File: src/rtl/pc_sequencer_pkg.sv
// Shared constants and encodings for the program-counter sequencer.
package pc_sequencer_pkg;

    localparam int unsigned PC_W      = 8;
    localparam int unsigned RAS_DEPTH = 4;
    localparam int unsigned RESET_PC  = 0;

    typedef enum logic {
        ST_RUN  = 1'b0,
        ST_HALT = 1'b1
    } seq_state_t;

    // Selected source of the next fetch address
    typedef enum logic [2:0] {
        SRC_HOLD = 3'd0,
        SRC_SEQ  = 3'd1,
        SRC_BR   = 3'd2,
        SRC_CALL = 3'd3,
        SRC_RET  = 3'd4
    } pc_src_t;

    function automatic pc_src_t sel_src(input logic adv, input logic ret,
                                        input logic ras_empty, input logic call,
                                        input logic br_taken);
        pc_src_t src;
        src = SRC_HOLD;
        if (adv) begin
            if (ret)           src = ras_empty ? SRC_SEQ : SRC_RET;
            else if (call)     src = SRC_CALL;
            else if (br_taken) src = SRC_BR;
            else               src = SRC_SEQ;
        end
        return src;
    endfunction

endpackage

File: src/rtl/pc_sequencer_ras_stack.sv
// Circular return-address LIFO: a full push overwrites the oldest entry.
module ras_stack
    import pc_sequencer_pkg::*;
#(
    parameter int unsigned DEPTH = RAS_DEPTH,
    parameter int unsigned W     = PC_W
) (
    input  logic         clk,
    input  logic         rst_n,
    input  logic         push,
    input  logic         pop,
    input  logic [W-1:0] din,
    output logic [W-1:0] dout,
    output logic         empty,
    output logic         full,
    output logic         ovf,
    output logic         unf
);

    localparam int unsigned PTR_W = $clog2(DEPTH);
    localparam int unsigned CNT_W = PTR_W + 1;

    logic [W-1:0]     r_mem [DEPTH];
    logic [PTR_W-1:0] r_top;
    logic [CNT_W-1:0] r_count;
    logic             r_empty;
    logic             r_full;
    logic             r_ovf;
    logic             r_unf;

    logic             w_do_push;
    logic             w_do_pop;
    logic [CNT_W-1:0] w_count_nxt;

    assign w_do_pop  = pop & ~r_empty;
    assign w_do_push = push & ~pop;

    // Count saturates at DEPTH; the pointer keeps wrapping
    always_comb begin
        w_count_nxt = r_count;
        if (w_do_pop)
            w_count_nxt = r_count - CNT_W'(1);
        else if (w_do_push && !r_full)
            w_count_nxt = r_count + CNT_W'(1);
    end

    always_ff @(posedge clk or negedge rst_n) begin
        if (!rst_n) begin
            r_top   <= '0;
            r_count <= '0;
            r_empty <= 1'b1;
            r_full  <= 1'b0;
            r_ovf   <= 1'b0;
            r_unf   <= 1'b0;
        end else begin
            if (w_do_pop)
                r_top <= r_top - PTR_W'(1);
            else if (w_do_push)
                r_top <= r_top + PTR_W'(1);
            r_count <= w_count_nxt;
            r_empty <= (w_count_nxt == CNT_W'(0));
            r_full  <= (w_count_nxt == CNT_W'(DEPTH));
            r_ovf   <= w_do_push & r_full;
            r_unf   <= pop & r_empty;
        end
    end

    always_ff @(posedge clk) begin
        if (w_do_push)
            r_mem[r_top] <= din;
    end

    assign dout  = r_mem[r_top - PTR_W'(1)];
    assign empty = r_empty;
    assign full  = r_full;
    assign ovf   = r_ovf;
    assign unf   = r_unf;

endmodule

File: src/rtl/pc_sequencer.sv
// Program counter with branch/call/return selection, return-address stack and RUN/HALT control.
module pc_sequencer
    import pc_sequencer_pkg::*;
#(
    parameter int unsigned P_PC_W      = PC_W,
    parameter int unsigned P_RAS_DEPTH = RAS_DEPTH,
    parameter int unsigned P_RESET_PC  = RESET_PC
) (
    input  logic              clk,
    input  logic              rst_n,
    input  logic              en,
    input  logic              stall,
    input  logic              br_taken,
    input  logic              call,
    input  logic              ret,
    input  logic [P_PC_W-1:0] target,
    input  logic              halt,
    input  logic              resume,
    output logic [P_PC_W-1:0] pc,
    output logic [P_PC_W-1:0] pc_plus1,
    output logic              halted,
    output logic              ras_empty,
    output logic              ras_full,
    output logic              ras_ovf,
    output logic              ras_unf
);

    seq_state_t        r_state;
    logic [P_PC_W-1:0] r_pc;

    logic              w_adv;
    logic              w_push;
    logic              w_pop;
    logic [P_PC_W-1:0] w_pc_plus1;
    logic [P_PC_W-1:0] w_ras_dout;
    logic              w_ras_empty;
    logic              w_ras_full;
    logic              w_ras_ovf;
    logic              w_ras_unf;
    pc_src_t           w_src;
    logic [P_PC_W-1:0] w_pc_nxt;

    assign w_adv      = en & ~stall & (r_state == ST_RUN);
    assign w_pop      = w_adv & ret;
    assign w_push     = w_adv & call & ~ret;
    assign w_pc_plus1 = r_pc + P_PC_W'(1);

    ras_stack #(
        .DEPTH (P_RAS_DEPTH),
        .W     (P_PC_W)
    ) u_ras (
        .clk   (clk),
        .rst_n (rst_n),
        .push  (w_push),
        .pop   (w_pop),
        .din   (w_pc_plus1),
        .dout  (w_ras_dout),
        .empty (w_ras_empty),
        .full  (w_ras_full),
        .ovf   (w_ras_ovf),
        .unf   (w_ras_unf)
    );

    // Priority: ret > call > branch > sequential; a ret on an empty stack falls through to pc+1
    always_comb begin
        w_src    = sel_src(w_adv, ret, w_ras_empty, call, br_taken);
        w_pc_nxt = r_pc;
        case (w_src)
            SRC_SEQ:  w_pc_nxt = w_pc_plus1;
            SRC_BR:   w_pc_nxt = target;
            SRC_CALL: w_pc_nxt = target;
            SRC_RET:  w_pc_nxt = w_ras_dout;
            default:  w_pc_nxt = r_pc;
        endcase
    end

    always_ff @(posedge clk or negedge rst_n) begin
        if (!rst_n) begin
            r_state <= ST_RUN;
            r_pc    <= P_PC_W'(P_RESET_PC);
        end else begin
            r_pc <= w_pc_nxt;
            case (r_state)
                ST_RUN:  if (w_adv && halt) r_state <= ST_HALT;
                ST_HALT: if (resume)        r_state <= ST_RUN;
                default:                    r_state <= ST_RUN;
            endcase
        end
    end

    assign pc        = r_pc;
    assign pc_plus1  = w_pc_plus1;
    assign halted    = (r_state == ST_HALT);
    assign ras_empty = w_ras_empty;
    assign ras_full  = w_ras_full;
    assign ras_ovf   = w_ras_ovf;
    assign ras_unf   = w_ras_unf;

endmodule
File: config.mk
export PLATFORM = sky130hd
export DESIGN_NAME = pc_sequencer
export DESIGN_NICKNAME = d
export VERILOG_FILES = /design/src/rtl/pc_sequencer_pkg.sv /design/src/rtl/pc_sequencer_ras_stack.sv /design/src/rtl/pc_sequencer.sv
export SDC_FILE = /design/constraint.sdc
export NUM_CORES = 1
export LEC_CHECK = 0
export ABC_AREA = 1
export CAP_MARGIN = 20
export CORE_ASPECT_RATIO = 1.1
export CORE_MARGIN = 3
export CORE_UTILIZATION = 40
export DETAILED_ROUTE_END_ITERATION = 16
export PLACE_DENSITY_LB_ADDON = 0.2
export SYNTH_ARGS = -nofsm -noshare
export SYNTH_HDL_FRONTEND = slang
export SYNTH_SLANG_ARGS = --single-unit
File: constraint.sdc
create_clock -name clk -period 1.8 [get_ports clk]
set_input_delay 0.54 -clock clk [delete_from_list [all_inputs] [get_ports clk]]
set_output_delay 0.54 -clock clk [all_outputs]
set_load 0.01 [all_outputs]
# [Yosys cells after proc, flatten, opt, wreduce, memory -nomap -nowiden]
# Memory sizes are Yosys's and may differ from the RTL's.
# Index checks and enable logic that the tools add are counted.
[totals] ff_bits=18 ram_bits=32 in_bits=17 out_inout_bits=21 word_cells=55 memories=1
[mem_list] name="u_ras.r_mem" depth=4 width=8 read_ports=1 rd_ports_with_merged_regs=0 wr=1 line_no="pc_sequencer_ras_stack.sv:23" source="logic [W-1:0] r_mem [DEPTH];"
[op_classes] addsub=5 n_eq_ne=5 muxes=15 bitwise_logic=14 n_reduce_logical=7
[op_table] operator="$pmux W8 S3" count=1
[op_table] operator="$mux W3" count=5
[op_table] operator="$and A1 B1 Y1" count=9
[op_table] operator="$add A8 B1 Y8 const B" count=1
[op_table] operator="$mux W2" count=4
[op_table] operator="$eq A3 B2 Y1 const B" count=2
[op_table] operator="$eq A3 B3 Y1 const B" count=2
[op_table] operator="$not A1 Y1" count=5
[op_table] operator="$mux W1" count=4
[op_table] operator="$add A3 B1 Y3 const B" count=1
[op_table] operator="$eq A3 B1 Y1 const B" count=1
[op_table] operator="$logic_not A3 Y1" count=1
[op_table] operator="$reduce_bool A3 Y1" count=1
[op_table] operator="$sub A3 B1 Y3 const B" count=1
[op_table] operator="$add A2 B1 Y2 const B" count=1
[op_table] operator="$logic_and A1 B1 Y1" count=2
[op_table] operator="$pmux W1 S2" count=1
[op_table] operator="$reduce_bool A2 Y1" count=1
[op_table] operator="$reduce_or A2 Y1" count=1
[op_table] operator="$sub A2 B1 Y2 const B" count=1
[op_table] operator="$logic_not A1 Y1" count=1

# [Depth between registers and ports, before layout]
[logic_depth] ltp_word=10 depth_mapped=11 ltp_nobuf=9

# [Modules after synthesis]
# A second synthesis with hierarchy kept.
[hier_totals] hier_cells=279 area_unflattened_um2=2593.7
[modules_own_cells] mod="ras_stack" instances=1 cells_per_inst=146 area_per_inst_um2=1739.2 seq_area_each_um2=1187.4
[modules_own_cells] mod="pc_sequencer" instances=1 cells_per_inst=133 area_per_inst_um2=854.6 seq_area_each_um2=225.2

# [Least setup slack after synthesis]
# Ideal clock, no wire load.
[synth_timing] path_type="input to register" from="input stall" to="memory u_ras.r_mem[0][0] (netlist name), enable pin" setup_ps=371 t_arrival_ps=1417 t_required_ps=1429 setup_slack_ps=12 cell_stages=6 n_path_buf=1 cell_sequence="inv_1 -> nand3_2 -> buf_6 -> nor2_4 -> inv_1 -> nor2_1"
[synth_via] elab_chain_cells=8 word_cells_on_any_way=10 cone_classes="2 x mux; 8 x bitwise"
[synth_rtl] item="start: declaration" line_no="pc_sequencer.sv:12" source="input logic stall,"
[synth_rtl] item="$not A1 Y1 (*)" line_no="pc_sequencer.sv:43" source="assign w_adv = en & ~stall & (r_state == ST_RUN);"
[synth_rtl] item="$and A1 B1 Y1 (*) (2 in a row)" line_no="pc_sequencer.sv:43"
[synth_rtl] item="$and A1 B1 Y1, on equally long branches" line_no="pc_sequencer.sv:45, pc_sequencer.sv:44"
[synth_rtl] item="$and A1 B1 Y1 / $not A1 Y1 (equally long branches)" line_no="pc_sequencer.sv:45, pc_sequencer_ras_stack.sv:36"
[synth_rtl] item="$and A1 B1 Y1 (*)" line_no="pc_sequencer_ras_stack.sv:36" source="assign w_do_push = push & ~pop;"
[synth_rtl] item="$mux W1 (*)" line_no="pc_sequencer_ras_stack.sv:69" source="if (w_do_push)"
[synth_rtl] item="$mux W1 (implied by the code) (*)" line_no="pc_sequencer_ras_stack.sv:70" source="r_mem[r_top] <= din;"
[synth_rtl] item="end: declaration" line_no="pc_sequencer_ras_stack.sv:23"
# Mark *: on every way between the ends. The rest lies on a longest branch, timed or not.

# [Worst setup path in the final report]
[layout_timing] from="register r_pc[1] (netlist: pc[1])" to="output pc_plus1[5]"
[layout_via] elab_chain_cells=1
[layout_rtl] item="start: declaration" line_no="pc_sequencer.sv:29" source="logic [P_PC_W-1:0] r_pc;"
[layout_rtl] item="start signal: assignment" line_no="pc_sequencer.sv:80" source="r_pc <= P_PC_W'(P_RESET_PC);"
[layout_rtl] item="start signal: assignment" line_no="pc_sequencer.sv:82" source="r_pc <= w_pc_nxt;"
[layout_rtl] item="$add A8 B1 Y8" line_no="pc_sequencer.sv:46" source="assign w_pc_plus1 = r_pc + P_PC_W'(1);"
[layout_rtl] item="end: declaration" line_no="pc_sequencer.sv:20" source="output logic [P_PC_W-1:0] pc_plus1,"
# Every way passes these cells.

==> impl_metrics.ini <==
[status]
status = finished, violations left
violations = setup timing

[hold_path]
min_path_type = flop to flop
hold_start = u_ras.empty$_DFF_PN1_

[cts]
clk_latency_ns = 0.31
clkSlewWorstSetupHoldPaths_ns = 0.10
cts_sinks = 50
cts-root-buf = clkbuf_8
cts_tree = yes
cts_max_level = 2
hold_buffers = 0
cts_buffers = 5
clockBufferDepth = 2

[power_and_ir_drop]
vdd_drop_max_v = 0.000775
p_total_mw = 5.36
leakage_nw = 1.55
p_per_area_nw_per_um2 = 1540

[sta]
tns_ns = -0.844
slew_violations = 0
timing.slew.headroom_pct = 83.8
hold_viol = 0
period_share_pct = 110
worstMarginPinSlew_ns = 0.243
setup_viol = 6
worst_slack_ns = -0.176
fmax_mhz = 506
rsz0062_at_grt = yes
fin_crit_ns = 1.98
finalClockSkew_ns = 0.0128

[synthesis]
yosys_register_bits = 50
yosysSeqAreaShare_pct = 56.7
synthTopCellsByArea = edfxtp_1 39%, dfrtp_1 17%, nand2_1 12%
avgSynthCellArea_um2 = 9.58
yosysTopAreaCell = edfxtp_1
yosys_warnings = 0
synth_area_um2 = 2490
synth_cell_types = 29
synth_top_area_share_pct = 38.6
synthesis.nets = 284
syn_inst = 260

[placement]
placed_cell_area_um2 = 3210
routabilityCongestion = 0.816
post-place-ws_ns = -0.352
numPortBuffers = 37
dpl.hpwl_um = 4310

[worst_setup_path]
worstSetupPathType = flop to output port
r2r_cells = 7
cp.arrival_ns = 1.44
r2r_setup_slack_ns = 0.21
worstReg2RegEnd = pc[5]$_DFFE_PN0P_
critPathRequiredTime_ns = 1.26
rr_startpoint = u_ras.r_top[1]$_DFFE_PN0P_
end_kind = output port
start_kind = flop
crit_path_max_fanout = 3
cp-startpoint = pc[1]$_DFFE_PN0P_
critPathCapture = pc_plus1[5]

[floorplanning]
die_w_um = 81.2
start_util_pct = 42.1
io_pins = 38
core_area_um2 = 5910
fp.dieH_um = 88.8
die_area_um2 = 7210
rows = 29

[global_routing]
met2_usage_pct = 29.8
grt_pass1_wl_um = 8980
grt_use_met3_pct = 2.65
antenna_found_initial = 0
grt_pass1_vias = 1932
use_met1_pct = 20.9
grt_remaining_overflow = 0
grt_max_degree = 19
track_usage_pct = 16.9
top_usage_layer = met2

[drt]
routed_via_density = 4.69
ant_nets = 0
dr.pass1.iters = 4
wire_per_inst_um = 13.4
routed-via-count = 2008
totalWireLength_um = 5730
drc = 0
dr.first_iter.drc_count = 90

[final_layout]
finalNetCount = 374
drive_gt1_share_pct = 28.8
design_area_um2 = 3480
fillCellCount = 514
areaGrowthSynthToFinish_pct = 39.8
multi_input_area_um2 = 1000
n_antenna_cell = 0
regArea_um2 = 1420

[job]
drv_cap = 0
-- layout make-up --
type / instances / area share [%]
Sequential cell: 50 / 40.6
Tap cell: 77 / 2.77
Inverter: 33 / 3.63
Timing Repair Buffer: 89 / 21.4
Multi-Input combinational cell: 171 / 28.7
Clock buffer: 5 / 1.98
Clock inverter: 3 / 0.826
-- what timing repair did --
| item | 4_1_cts | 5_1_grt |
|---|---|---|
| setup endpoints to repair | 18 | 25 |
| cloned | 0 | 0 |
| setup buffers | 10 | 2 |
| pin swaps | 7 | 5 |
| resized for setup | 59 | 9 |
-- flip-flops by register name, indices dropped and copies added, names as in the netlist --
signal         flops
u_ras.r_mem       32
pc                 8
u_ras.r_count      3
u_ras.r_top        2
halted             1
u_ras.empty        1
u_ras.full         1
u_ras.ovf          1
u_ras.unf          1
-- cell usage in the layout (no fill, tap or decap), types with 2 or more instances in the layout --
master,count
nor2_4,7
inv_2,3
nand3_1,31
nand4_1,3
a21oi_1,4
nor2_1,16
nand2_2,4
a22oi_2,2
nand2_1,76
buf_2,3
clkdlybuf4s50_1,19
dlygate4sd2_1,9
clkbuf_8,5
buf_4,49
dfrtp_2,2
ha_1,6
xor2_1,3
dfrtp_1,15
nand3_4,2
o21ai_0,2
or2_2,3
inv_1,29
buf_6,7
nand3_2,3
edfxtp_1,32
-- cells by family (layout without fill, tap and decap cells) --
| logic type | Yosys count | after routing | share of synthesized area [%] |
|---|---|---|---|
| XOR/XNOR | 6 | 6 | 2.11 |
| AND/OR/NAND/NOR | 146 | 146 | 26.9 |
| adder cells (fa/ha/maj) | 7 | 7 | 3.52 |
| AO/OA/AOI/OAI | 12 | 12 | 3.67 |
| flip-flops | 50 | 50 | 56.7 |
| buffers and inverters | 39 | 130 | 7.09 |
-- per-layer routing --
metal / vias to the layer above / routed length (um)
met4: 0 / 122
li1: 1026 / -
met3: 9 / 229
met2: 45 / 2890
met1: 928 / 2490
met5: - / 0
-- worst max-delay path, stage by stage, from the launching register on --
cell and delay, ns:
dfrtp_2 0.42, nand3_2 0.13, nor2_4 0.14, xor2_1 0.19, inv_1 0.10, buf_2 0.15
-- power by group --
group	total [mW]	internal (mW)	switching [mW]
clock network	0.698	0.291	0.407
logic	2.96	1.41	1.55
registers	1.70	1.57	0.133
-- synthesized netlist by cell type (all sizes together) --
| cell | number |
|---|---|
| inv | 33 |
| a21oi | 4 |
| nor3 | 1 |
| buf | 6 |
| xor2 | 5 |
| edfxtp | 32 |
| a22oi | 3 |
| nand3 | 36 |
| dfstp | 1 |
| or2 | 3 |
| ha | 7 |
| o21a | 1 |
| nand4 | 3 |
| nand2 | 80 |
| nor2 | 23 |
| dfrtp | 17 |
| o21ai | 4 |
| xnor2 | 1 |
-- worst min-delay path by stage --
stage                                endpoint  cells after the start
after floorplan              halted$_DFF_PN0_                      0
after global placement    u_ras.unf$_DFF_PN0_                      2
after detailed placement  u_ras.unf$_DFF_PN0_                      2
after CTS                 u_ras.unf$_DFF_PN0_                      2
after global routing      u_ras.unf$_DFF_PN0_                      2
final                     u_ras.unf$_DFF_PN0_                      2
-- through the flow --
step	cells	hold WS [ns]	utilization [%]
after CTS	426	0.525	58.3
final	428	0.518	58.9
after floorplan	260	0.244	-
after global placement	408	0.505	54.2
after global routing	428	0.537	58.9
after detailed placement	408	0.513	54.2
No activity file was read; power rests on OpenSTA's default activity.
